### src/rtl/cfg_regs_pkg.sv
// Register map, field positions, reset values and shared enums for the
// up-sampler configuration slave.
package cfg_regs_pkg;

    // Word indices (byte offset >> 2) of the mapped registers.
    localparam logic [3:0] IDX_CTRL   = 4'd0;
    localparam logic [3:0] IDX_STATUS = 4'd1;
    localparam logic [3:0] IDX_WIDTH  = 4'd2;
    localparam logic [3:0] IDX_HEIGHT = 4'd3;
    localparam logic [3:0] IDX_INT_EN = 4'd4;
    localparam logic [3:0] IDX_ID     = 4'd5;

    localparam int CTRL_START_BIT  = 0;
    localparam int STATUS_BUSY_BIT = 0;
    localparam int STATUS_DONE_BIT = 1;
    localparam int INT_EN_BIT      = 0;

    localparam logic [15:0] WIDTH_RESET  = 16'd960;
    localparam logic [15:0] HEIGHT_RESET = 16'd540;

    typedef enum logic [1:0] {
        RESP_OKAY   = 2'b00,
        RESP_SLVERR = 2'b10
    } axi_resp_t;

    typedef enum logic [1:0] {
        WR_IDLE,
        WR_WAIT_OTHER,
        WR_COMMIT,
        WR_RESP
    } wr_state_t;

    function automatic logic idx_mapped(input logic [3:0] idx);
        return idx <= IDX_ID;
    endfunction

endpackage

### src/rtl/axi_lite_cfg_slave_if.sv
// AXI-Lite bus bundle between the host configuration master and the
// up-sampler register slave.
interface axi_lite_cfg_slave_if #(
    parameter int ADDR_W = 12
);
    logic [ADDR_W-1:0] awaddr;
    logic              awvalid;
    logic              awready;
    logic [31:0]       wdata;
    logic [3:0]        wstrb;
    logic              wvalid;
    logic              wready;
    logic [1:0]        bresp;
    logic              bvalid;
    logic              bready;
    logic [ADDR_W-1:0] araddr;
    logic              arvalid;
    logic              arready;
    logic [31:0]       rdata;
    logic [1:0]        rresp;
    logic              rvalid;
    logic              rready;

    modport slave (
        input  awaddr, awvalid, wdata, wstrb, wvalid, bready, araddr, arvalid, rready,
        output awready, wready, bresp, bvalid, arready, rdata, rresp, rvalid
    );

    modport master (
        output awaddr, awvalid, wdata, wstrb, wvalid, bready, araddr, arvalid, rready,
        input  awready, wready, bresp, bvalid, arready, rdata, rresp, rvalid
    );
endinterface

### src/rtl/axi_lite_cfg_slave.sv
// AXI-Lite register file for the up-sampling accelerator: frame geometry,
// start pulse, sticky DONE with interrupt, one transaction per direction.
module axi_lite_cfg_slave
    import cfg_regs_pkg::*;
#(
    parameter int          ADDR_W   = 12,
    parameter int          DATA_W   = 32,
    parameter logic [31:0] ID_VALUE = 32'h5352_0001
) (
    input  logic                aclk,
    input  logic                arstn,
    axi_lite_cfg_slave_if.slave bus,
    output logic                cfg_start,
    output logic [15:0]         cfg_width,
    output logic [15:0]         cfg_height,
    input  logic                up_busy,
    input  logic                up_done,
    output logic                interrupt_updone
);

    wr_state_t         state_q, state_d;
    logic              aw_held_q, w_held_q;
    logic [ADDR_W-1:0] aw_addr_q;
    logic [15:0]       w_data_q;
    logic [3:0]        w_strb_q;
    logic              aw_fire, w_fire, b_fire, ar_fire, r_fire;
    logic              aw_have, w_have;

    logic [15:0]       width_q, height_q;
    logic              int_en_q, done_q, start_q, irq_q;
    logic              bvalid_q, rvalid_q;
    axi_resp_t         bresp_q, rresp_q, rd_resp_d;
    logic [DATA_W-1:0] rdata_q, rd_data_d;

    logic [3:0]        wr_idx, rd_idx;
    logic              wr_ok, commit, start_req, done_clr;

    // Readies are free whenever the channel has nothing parked.
    assign aw_fire = bus.awvalid & ~aw_held_q;
    assign w_fire  = bus.wvalid  & ~w_held_q;
    assign b_fire  = bvalid_q    & bus.bready;
    assign ar_fire = bus.arvalid & ~rvalid_q;
    assign r_fire  = rvalid_q    & bus.rready;
    assign aw_have = aw_held_q | aw_fire;
    assign w_have  = w_held_q  | w_fire;

    // NOTE: sequential state is updated with <= so every flop samples the
    // pre-edge value of its peers; blocking = here would chain them.
    always_ff @(posedge aclk or negedge arstn) begin
        if (!arstn) state_q <= WR_IDLE;
        else        state_q <= state_d;
    end

    // NOTE: state_d takes a default before the case so no path leaves it
    // unassigned, which would otherwise infer a latch.
    always_comb begin
        state_d = state_q;
        case (state_q)
            WR_IDLE: begin
                if (aw_have && w_have)     state_d = WR_COMMIT;
                else if (aw_fire || w_fire) state_d = WR_WAIT_OTHER;
            end
            WR_WAIT_OTHER: if (aw_have && w_have) state_d = WR_COMMIT;
            WR_COMMIT:     state_d = WR_RESP;
            WR_RESP:       if (b_fire) state_d = WR_IDLE;
            default:       state_d = WR_IDLE;
        endcase
    end

    always_ff @(posedge aclk or negedge arstn) begin
        if (!arstn) begin
            aw_held_q <= 1'b0;
            w_held_q  <= 1'b0;
            aw_addr_q <= '0;
            w_data_q  <= '0;
            w_strb_q  <= '0;
        end else begin
            if (aw_fire) begin
                aw_held_q <= 1'b1;
                aw_addr_q <= bus.awaddr;
            end else if (b_fire) begin
                aw_held_q <= 1'b0;
            end
            if (w_fire) begin
                w_held_q <= 1'b1;
                w_data_q <= bus.wdata[15:0];
                w_strb_q <= bus.wstrb;
            end else if (b_fire) begin
                w_held_q <= 1'b0;
            end
        end
    end

    assign commit    = (state_q == WR_COMMIT);
    assign wr_idx    = aw_addr_q[5:2];
    assign wr_ok     = ~|aw_addr_q[ADDR_W-1:6] & idx_mapped(wr_idx);
    assign start_req = commit & wr_ok & (wr_idx == IDX_CTRL) & w_strb_q[0]
                     & w_data_q[CTRL_START_BIT] & ~up_busy;
    assign done_clr  = commit & wr_ok & (wr_idx == IDX_STATUS) & w_strb_q[0]
                     & w_data_q[STATUS_DONE_BIT];

    always_ff @(posedge aclk or negedge arstn) begin
        if (!arstn) begin
            width_q  <= WIDTH_RESET;
            height_q <= HEIGHT_RESET;
            int_en_q <= 1'b0;
            done_q   <= 1'b0;
            start_q  <= 1'b0;
            irq_q    <= 1'b0;
            bvalid_q <= 1'b0;
            bresp_q  <= RESP_OKAY;
        end else begin
            start_q <= start_req;
            irq_q   <= done_q & int_en_q;
            // A completion landing with the clear keeps DONE set.
            done_q  <= up_done | (done_q & ~done_clr);
            if (commit && wr_ok) begin
                case (wr_idx)
                    IDX_WIDTH: begin
                        if (w_strb_q[0]) width_q[7:0]  <= w_data_q[7:0];
                        if (w_strb_q[1]) width_q[15:8] <= w_data_q[15:8];
                    end
                    IDX_HEIGHT: begin
                        if (w_strb_q[0]) height_q[7:0]  <= w_data_q[7:0];
                        if (w_strb_q[1]) height_q[15:8] <= w_data_q[15:8];
                    end
                    IDX_INT_EN: if (w_strb_q[0]) int_en_q <= w_data_q[INT_EN_BIT];
                    default: ;
                endcase
            end
            if (commit) begin
                bvalid_q <= 1'b1;
                bresp_q  <= wr_ok ? RESP_OKAY : RESP_SLVERR;
            end else if (b_fire) begin
                bvalid_q <= 1'b0;
            end
        end
    end

    assign rd_idx = bus.araddr[5:2];

    always_comb begin
        rd_data_d = '0;
        rd_resp_d = RESP_SLVERR;
        if (~|bus.araddr[ADDR_W-1:6] && idx_mapped(rd_idx)) begin
            rd_resp_d = RESP_OKAY;
            case (rd_idx)
                IDX_STATUS: begin
                    rd_data_d[STATUS_BUSY_BIT] = up_busy;
                    rd_data_d[STATUS_DONE_BIT] = done_q;
                end
                IDX_WIDTH:  rd_data_d[15:0]       = width_q;
                IDX_HEIGHT: rd_data_d[15:0]       = height_q;
                IDX_INT_EN: rd_data_d[INT_EN_BIT] = int_en_q;
                IDX_ID:     rd_data_d             = ID_VALUE;
                default: ;
            endcase
        end
    end

    // Read data is taken from the pre-edge register values, so a write
    // committing on the same edge is not yet visible.
    always_ff @(posedge aclk or negedge arstn) begin
        if (!arstn) begin
            rvalid_q <= 1'b0;
            rdata_q  <= '0;
            rresp_q  <= RESP_OKAY;
        end else if (ar_fire) begin
            rvalid_q <= 1'b1;
            rdata_q  <= rd_data_d;
            rresp_q  <= rd_resp_d;
        end else if (r_fire) begin
            rvalid_q <= 1'b0;
        end
    end

    assign bus.awready      = ~aw_held_q;
    assign bus.wready       = ~w_held_q;
    assign bus.bvalid       = bvalid_q;
    assign bus.bresp        = bresp_q;
    assign bus.arready      = ~rvalid_q;
    assign bus.rvalid       = rvalid_q;
    assign bus.rresp        = rresp_q;
    assign bus.rdata        = rdata_q;
    assign cfg_start        = start_q;
    assign cfg_width        = width_q;
    assign cfg_height       = height_q;
    assign interrupt_updone = irq_q;

    logic unused_bits;
    assign unused_bits = ^{aw_addr_q[1:0], bus.araddr[1:0], bus.wdata[31:16], w_strb_q[3:2]};

endmodule

### src/flat_wrapper.sv
// flat-port wrapper written by rule: the top's interface ports become plain ports
module axi_lite_cfg_slave_flat import cfg_regs_pkg::*;
#(
    parameter int          ADDR_W   = 12,
    parameter int          DATA_W   = 32,
    parameter logic [31:0] ID_VALUE = 32'h5352_0001
)
  (aclk, arstn, cfg_start, cfg_width, cfg_height, up_busy, up_done, interrupt_updone, bus_awaddr, bus_awvalid, bus_wdata, bus_wstrb, bus_wvalid, bus_bready, bus_araddr, bus_arvalid, bus_rready, bus_awready, bus_wready, bus_bresp, bus_bvalid, bus_arready, bus_rdata, bus_rresp, bus_rvalid);
  axi_lite_cfg_slave_if #(.ADDR_W(ADDR_W)) bus_i ();
  input  logic aclk;
  input  logic arstn;
  output logic cfg_start;
  output logic [15:0] cfg_width;
  output logic [15:0] cfg_height;
  input  logic up_busy;
  input  logic up_done;
  output logic interrupt_updone;
  input wire logic [$bits(bus_i.awaddr)-1:0] bus_awaddr;
  input wire logic [$bits(bus_i.awvalid)-1:0] bus_awvalid;
  input wire logic [$bits(bus_i.wdata)-1:0] bus_wdata;
  input wire logic [$bits(bus_i.wstrb)-1:0] bus_wstrb;
  input wire logic [$bits(bus_i.wvalid)-1:0] bus_wvalid;
  input wire logic [$bits(bus_i.bready)-1:0] bus_bready;
  input wire logic [$bits(bus_i.araddr)-1:0] bus_araddr;
  input wire logic [$bits(bus_i.arvalid)-1:0] bus_arvalid;
  input wire logic [$bits(bus_i.rready)-1:0] bus_rready;
  output wire logic [$bits(bus_i.awready)-1:0] bus_awready;
  output wire logic [$bits(bus_i.wready)-1:0] bus_wready;
  output wire logic [$bits(bus_i.bresp)-1:0] bus_bresp;
  output wire logic [$bits(bus_i.bvalid)-1:0] bus_bvalid;
  output wire logic [$bits(bus_i.arready)-1:0] bus_arready;
  output wire logic [$bits(bus_i.rdata)-1:0] bus_rdata;
  output wire logic [$bits(bus_i.rresp)-1:0] bus_rresp;
  output wire logic [$bits(bus_i.rvalid)-1:0] bus_rvalid;
  assign bus_i.awaddr = bus_awaddr;
  assign bus_i.awvalid = bus_awvalid;
  assign bus_i.wdata = bus_wdata;
  assign bus_i.wstrb = bus_wstrb;
  assign bus_i.wvalid = bus_wvalid;
  assign bus_i.bready = bus_bready;
  assign bus_i.araddr = bus_araddr;
  assign bus_i.arvalid = bus_arvalid;
  assign bus_i.rready = bus_rready;
  assign bus_awready = bus_i.awready;
  assign bus_wready = bus_i.wready;
  assign bus_bresp = bus_i.bresp;
  assign bus_bvalid = bus_i.bvalid;
  assign bus_arready = bus_i.arready;
  assign bus_rdata = bus_i.rdata;
  assign bus_rresp = bus_i.rresp;
  assign bus_rvalid = bus_i.rvalid;
  axi_lite_cfg_slave #(.ADDR_W(ADDR_W), .DATA_W(DATA_W), .ID_VALUE(ID_VALUE)) u_core (.aclk(aclk), .arstn(arstn), .bus(bus_i), .cfg_start(cfg_start), .cfg_width(cfg_width), .cfg_height(cfg_height), .up_busy(up_busy), .up_done(up_done), .interrupt_updone(interrupt_updone));
endmodule
### config.mk
export PLATFORM = sky130hd
export DESIGN_NAME = axi_lite_cfg_slave_flat
export DESIGN_NICKNAME = d
export VERILOG_FILES = /design/src/rtl/cfg_regs_pkg.sv /design/src/rtl/axi_lite_cfg_slave_if.sv /design/src/rtl/axi_lite_cfg_slave.sv /design/src/flat_wrapper.sv
export SDC_FILE = /design/constraint.sdc
export NUM_CORES = 1
export LEC_CHECK = 0
export CAP_MARGIN = 0
export CELL_PAD_IN_SITES_DETAIL_PLACEMENT = 2
export CELL_PAD_IN_SITES_GLOBAL_PLACEMENT = 2
export CORE_UTILIZATION = 30
export CTS_CLUSTER_DIAMETER = 100
export DETAILED_ROUTE_END_ITERATION = 8
export GPL_TIMING_DRIVEN = 0
export PLACE_DENSITY = 0.85
export SLEW_MARGIN = 20
export SYNTH_ARGS = -nofsm -noshare
export SYNTH_HDL_FRONTEND = slang
export SYNTH_SLANG_ARGS = --single-unit
### constraint.sdc
create_clock -name aclk -period 4.3 [get_ports aclk]
set_input_delay 1.29 -clock aclk [delete_from_list [all_inputs] [get_ports aclk]]
set_output_delay 1.29 -clock aclk [all_outputs]
set_load 0.02 [all_outputs]
==> flow_summary.ini, run 1 <==
[logic_synthesis]
ys_warn_count = 0
synth.distinct_cells = 41
ys_ff_latch = 89
synth.avg_cell_area_um2 = 12.72
synth_area_um2 = 3905
yosysTopAreaCell = dfrtp_1
synth_top_area_share = 0.5191
synth_cells = 307
ys_seq_area_frac = 0.5729
ys_top_cells_by_area = dfrtp_1 (52%), mux2_2 (18%), dfstp_2 (5.4%)

[placed_design]
place_congestion = 0.7757
placed_cell_area_um2 = 5284
dp_hpwl_um = 8333
port_buffers = 110

[timing]
finalHoldViolCount = 0
drv_slew = 0
max_freq_mhz = 293.6
timing.setup.tns_ps = 0
holdWs_ps = 488.6
relSlewSlack = 0.4921
worst_slew_pin_slew_ps = 756.0
setup_viol = 0
clock_skew_ps = 6.359
period_minus_slack_ps = 3406
period_share = 0.7921
rsz0062_at_grt = no

[critical_path]
start_kind = input port
r2r_start = u_core.state_q[0]
worstPathRequired_ps = 4560
startpoint = bus_araddr[3]
worstSetupPathType = in2reg
arrival_ps = 3670
crit_path_end_kind = flop
critPathMaxFanout = 10

[finish]
multi_input_area_um2 = 1449
register_area_um2 = 2237
fin_util = 0.4392
layout_commonest_cell = clkdlybuf4s50_1
antenna_cells = 0
final_layout_size_suffix_gt1_frac = 0.2523
stdcell_area_um2 = 5565
layout.nets = 513
fillers = 1328
syn_to_final_growth_pct = 42.52
final_cell_mix = clkdlybuf4s50_1 (109), dfrtp_1 (81), mux2_2 (62)

[route]
wirelength_um = 10940
remaining_drc_errors = 0
vias = 2875
ant_nets = 0
dr.pass1.iters = 4
wl_per_cell_um = 17.76
viasPerCell = 4.667
drt_first_iter_violations = 83

[clock_tree]
clock_latency_ps = 340
post_cts.repair.setup_buffers = 0
post_cts_resized = 0
cts_hold_buffers = 0
cts-buffers-inserted = 9
path_clk_slew_ps = 60
cts_tree = yes
root_buffer = clkbuf_16
htree_levels = 3
cts_buffer_depth = 2
cts.sinks = 89

[floorplanning]
die_h_um = 116.1
rows = 41
die_x_um = 116.1
start_util = 0.3082
ios = 144
die_area_um2 = 13480
core_um2 = 12670

[power]
vdd_drop_max_uv = 278.4
power.density_nw_per_um2 = 463.6
p_leak_uw = 0.002402

[global_route]
grt_pass1_wl_um = 17280
antenna_found_initial = 0
grt_overflow_total = 0
grt_max_degree = 57
grt_pass1_vias = 3118
track_usage = 0.1734

[worst_hold_path]
hp-start = u_core.bus.rdata[1]
hold_path.class = reg2reg

[status]
status = finished clean

[job]
cap_violations = 0
## final timing paths
| check | depth (start not counted) | slack (ps) | to |
|---|---|---|---|
| worst max-delay path | 6 | 890 | u_core.bus.rdata[8] |
| worst min-delay path | 2 | 490 | u_core.bus.rdata[1] |
| worst max register to register | 7 | 1810 | u_core.cfg_width[3] |
| worst min register to register | 2 | 490 | u_core.bus.rdata[1] |
| max in group asynchronous | 2 | 2710 | u_core.cfg_width[6] |
| min in group asynchronous | 1 | 900 | u_core.bus.rdata[4] |
## cell families after synthesis
group | synth area share
flip-flops | 0.5729
AND/OR/NAND/NOR | 0.07017
multiplexers | 0.1839
buffers and inverters | 0.06568
other | 0.0009603
adder cells (fa/ha/maj) | 0.01602
AO/OA/AOI/OAI | 0.09036
## worst max-delay path, stage by stage
cell	delay, ps
clkdlybuf4s50_1	610
nand2b_1	140
nor3_1	600
clkbuf_1	550
a22oi_1	260
o21ai_0	210
## metal layers
layer | share of wire | global-route usage | wire [um] | up-vias
met5 | 0 | 0 | 0 | -
met4 | 0.020 | 0.07094 | 223 | 0
met3 | 0.029 | 0.02595 | 313 | 16
met2 | 0.53 | 0.3060 | 5850 | 66
met1 | 0.42 | 0.2122 | 4550 | 1470
li1 | - | - | - | 1323
## state kept, by name (all words and copies together) (netlist names), 2 cells and up
name and cells:
u_core.bus.rdata 17, u_core.cfg_height 16, u_core.cfg_width 16, u_core.w_data_q 16
u_core.aw_addr_q 10, u_core.state_q 2, u_core.w_strb_q 2
## power by group
part | switching, uW | total (uW) | internal [uW]
registers | 166 | 1190 | 1030
logic | 291 | 646 | 354
clock network | 332 | 740 | 408
total | 789 | 2580 | 1790
## area by class of cell
cell class / instances / area share
multi-input cells: 185 / 0.2603
flip-flops and latches: 89 / 0.4020
clock buffers: 10 / 0.04294
plain buffers: 30 / 0.03732
repair buffers: 111 / 0.2023
clock inverters: 6 / 0.007644
well taps: 172 / 0.03867
inverters: 13 / 0.008768
## synth_stat cells, drive strengths merged
cell type / count
a21o: 3
nor4bb: 1
a32oi: 1
nand2b: 2
clkbuf: 7
nor2b: 5
dfstp: 8
o32ai: 1
nor2: 7
o21ai: 17
ha: 5
nor4: 2
o31a: 1
or4: 1
a31oi: 2
conb: 1
nand2: 22
nand4: 2
a21oi: 2
nor3: 2
dfrtp: 81
a22oi: 16
a21boi: 1
nor4b: 1
o2bb2ai: 1
mux2i: 2
o211ai: 1
o22a: 2
a211o: 1
nor3b: 1
o41ai: 2
inv: 13
and3: 5
mux2: 62
buf: 23
and2: 2
a2bb2oi: 1
## metrics by stage
stage | power (uW) | worst slack [ps] | instances
2_1_floorplan | 1572 | 1850 | 317
3_3_place_gp | 1799 | -1277 | 599
3_5_place_dp | 1868 | 588.9 | 600
4_1_cts | 2628 | 945.3 | 616
5_1_grt | 2725 | 697.5 | 616
6_report | 2580 | 894.0 | 616
(Power assumes the default switching activity.)
==> inputs of run 2 (changes only) <==
--- a/config.mk
+++ b/config.mk
@@ -8,11 +8,11 @@
 export CAP_MARGIN = 0
 export CELL_PAD_IN_SITES_DETAIL_PLACEMENT = 2
 export CELL_PAD_IN_SITES_GLOBAL_PLACEMENT = 2
-export CORE_UTILIZATION = 30
+export CORE_UTILIZATION = 28
 export CTS_CLUSTER_DIAMETER = 100
 export DETAILED_ROUTE_END_ITERATION = 8
 export GPL_TIMING_DRIVEN = 0
-export PLACE_DENSITY = 0.85
+export PLACE_DENSITY = 0.8
 export SLEW_MARGIN = 20
 export SYNTH_ARGS = -nofsm -noshare
 export SYNTH_HDL_FRONTEND = slang
==> constraint.sdc (replaced) <==
create_clock -name aclk -period 3.25 [get_ports aclk]
set_input_delay 0.975 -clock aclk [delete_from_list [all_inputs] [get_ports aclk]]
set_output_delay 0.975 -clock aclk [all_outputs]
set_load 0.02 [all_outputs]
==> flow_summary.ini, run 2 (synthesis gave the netlist of run 1 again) <==
[finish]
layout.nets = 513
final_layout_size_suffix_gt1_frac = 0.2477
antenna_cells = 0
final_cell_mix = clkdlybuf4s50_1 (109), dfrtp_1 (81), mux2_2 (62)
layout_commonest_cell = clkdlybuf4s50_1
register_area_um2 = 2237
multi_input_area_um2 = 1449
syn_to_final_growth_pct = 42.26
fillers = 1389
largest_reg_flops = 17

[global_route]
track_usage = 0.1588
grt_pass1_vias = 3203
use_met1 = 0.1873
grt_max_degree = 50
grt.met3_usage = 0.02234
grt_pass1_wl_um = 17300
busiest_layer = met2
antenna_found_initial = 0
grt_util_met2 = 0.2920
grt_overflow_total = 0

[clock_tree]
clock_latency_ps = 340
root_buffer = clkbuf_16
post_cts_resized = 0
cts.sinks = 89
post_cts.repair.setup_buffers = 0
cts_tree = yes
htree_levels = 3
cts_hold_buffers = 0
cts_buffer_depth = 2
cts-buffers-inserted = 9
path_clk_slew_ps = 60

[route]
wl_per_cell_um = 17.57
vias = 2862
viasPerCell = 4.616
drt_first_iter_violations = 58
remaining_drc_errors = 0
ant_nets = 0
dr.pass1.iters = 4
wirelength_um = 10890

[critical_path]
cp_slowest_cell = clkdlybuf4s50_1
critPathMaxFanout = 10
start_kind = input port
worstPathRequired_ps = 3500
reg2reg_depth = 7
cpPeakStageDelay_ps = 590
arrival_ps = 3200
worstSetupPathType = in2reg
worst-path-stages = 6
critical-path-top-delay-family = buffers and inverters
crit_chain = clkdlybuf4s50_1 -> nand2b_1 -> nor3_1 -> clkbuf_1 -> a22oi_1 -> o21ai_0
crit_path_end_kind = flop
crit_buf_inv = 2

[job]
cap_violations = 0

[floorplanning]
die_area_um2 = 14420
start_util = 0.2914
die_h_um = 120.1
core_um2 = 13400
ios = 144
die_x_um = 120.1
rows = 42

[timing]
rsz0062_at_grt = no
setup_viol = 0
period_share = 0.9069
timing.setup.tns_ps = 0
worst_slew_pin_slew_ps = 697.5
period_minus_slack_ps = 2947
relSlewSlack = 0.5314
finalHoldViolCount = 0
max_freq_mhz = 339.3
holdWs_ps = 481.9
clock_skew_ps = 6.474
drv_slew = 0

[placed_design]
place_congestion = 0.7440
port_buffers = 110
dp_hpwl_um = 8289

[power]
vdd_drop_max_uv = 310.9
power.density_nw_per_um2 = 610.7
p_leak_uw = 0.002390

[worst_hold_path]
hold_path.class = reg2reg
hold_path_depth = 2

[status]
status = finished clean
run 2: changes by cell type in the layout (fill, tap and decap cells not counted):
cell,delta
buf_16,-1
clkbuf_8,-1
buf_12,+1
clkinv_4,+1
clkbuf_1,+2
clkinv_2,-2
run 2: worst min-delay path, stage by stage, from the launching register on:
cell	delay [ps]
dfrtp_1	340
nand2_1	50
o21ai_0	60
run 2: final cells by class:
cell class	instances	share of cell area
Buffer	30	0.03739
Clock buffer	11	0.04189
Clock inverter	5	0.007432
Inverter	13	0.008784
Multi-Input combinational cell	185	0.2608
Sequential cell	89	0.4027
Tap cell	176	0.03964
Timing Repair Buffer	111	0.2014
run 2: through the flow:
step	power [uW]	utilization	setup slack [ps]	cells	instance area, um^2
finish	3393	0.4146	302.5	620	5555
global placement	2379	0.3928	-2056	603	5264
floorplan	2079	-	1115	317	3943
global route	3587	0.4146	118.6	620	5555
CTS	3449	0.4146	282.7	620	5555
detailed placement	2468	0.3941	-47.68	604	5281
run 2: final timing paths:
path,start,endpoint,slack [ps]
hold / removal,u_core.bus.rdata[2],u_core.bus.rdata[2],480
min in group asynchronous,arstn,u_core.cfg_width[10],670
setup reg to reg,u_core.state_q[0],u_core.cfg_width[12],810
setup / recovery,bus_araddr[3],u_core.bus.rdata[11],300
max in group asynchronous,arstn,u_core.cfg_width[7],1870
hold reg to reg,u_core.bus.rdata[2],u_core.bus.rdata[2],480
run 2: where the power goes:
part           leakage (uW)  internal [uW]  switching (uW)
registers           0.00112           1360             213
clock network      0.000126            524             437
logic               0.00114            469             389
run 2: layer usage:
metal	wire length, um	share of wire
met1	4602	0.42
met2	5801	0.53
met3	348	0.032
met4	142	0.013
met5	0	0
==> inputs of run 3 (changes only) <==
--- a/config.mk
+++ b/config.mk
@@ -5,6 +5,7 @@
 export SDC_FILE = /design/constraint.sdc
 export NUM_CORES = 1
 export LEC_CHECK = 0
+export ABC_CLOCK_PERIOD_IN_PS = 3250
 export CAP_MARGIN = 0
 export CELL_PAD_IN_SITES_DETAIL_PLACEMENT = 2
 export CELL_PAD_IN_SITES_GLOBAL_PLACEMENT = 2
==> results of run 3 <==
The final DEF is identical to that of run 2; final timing and power are the same.
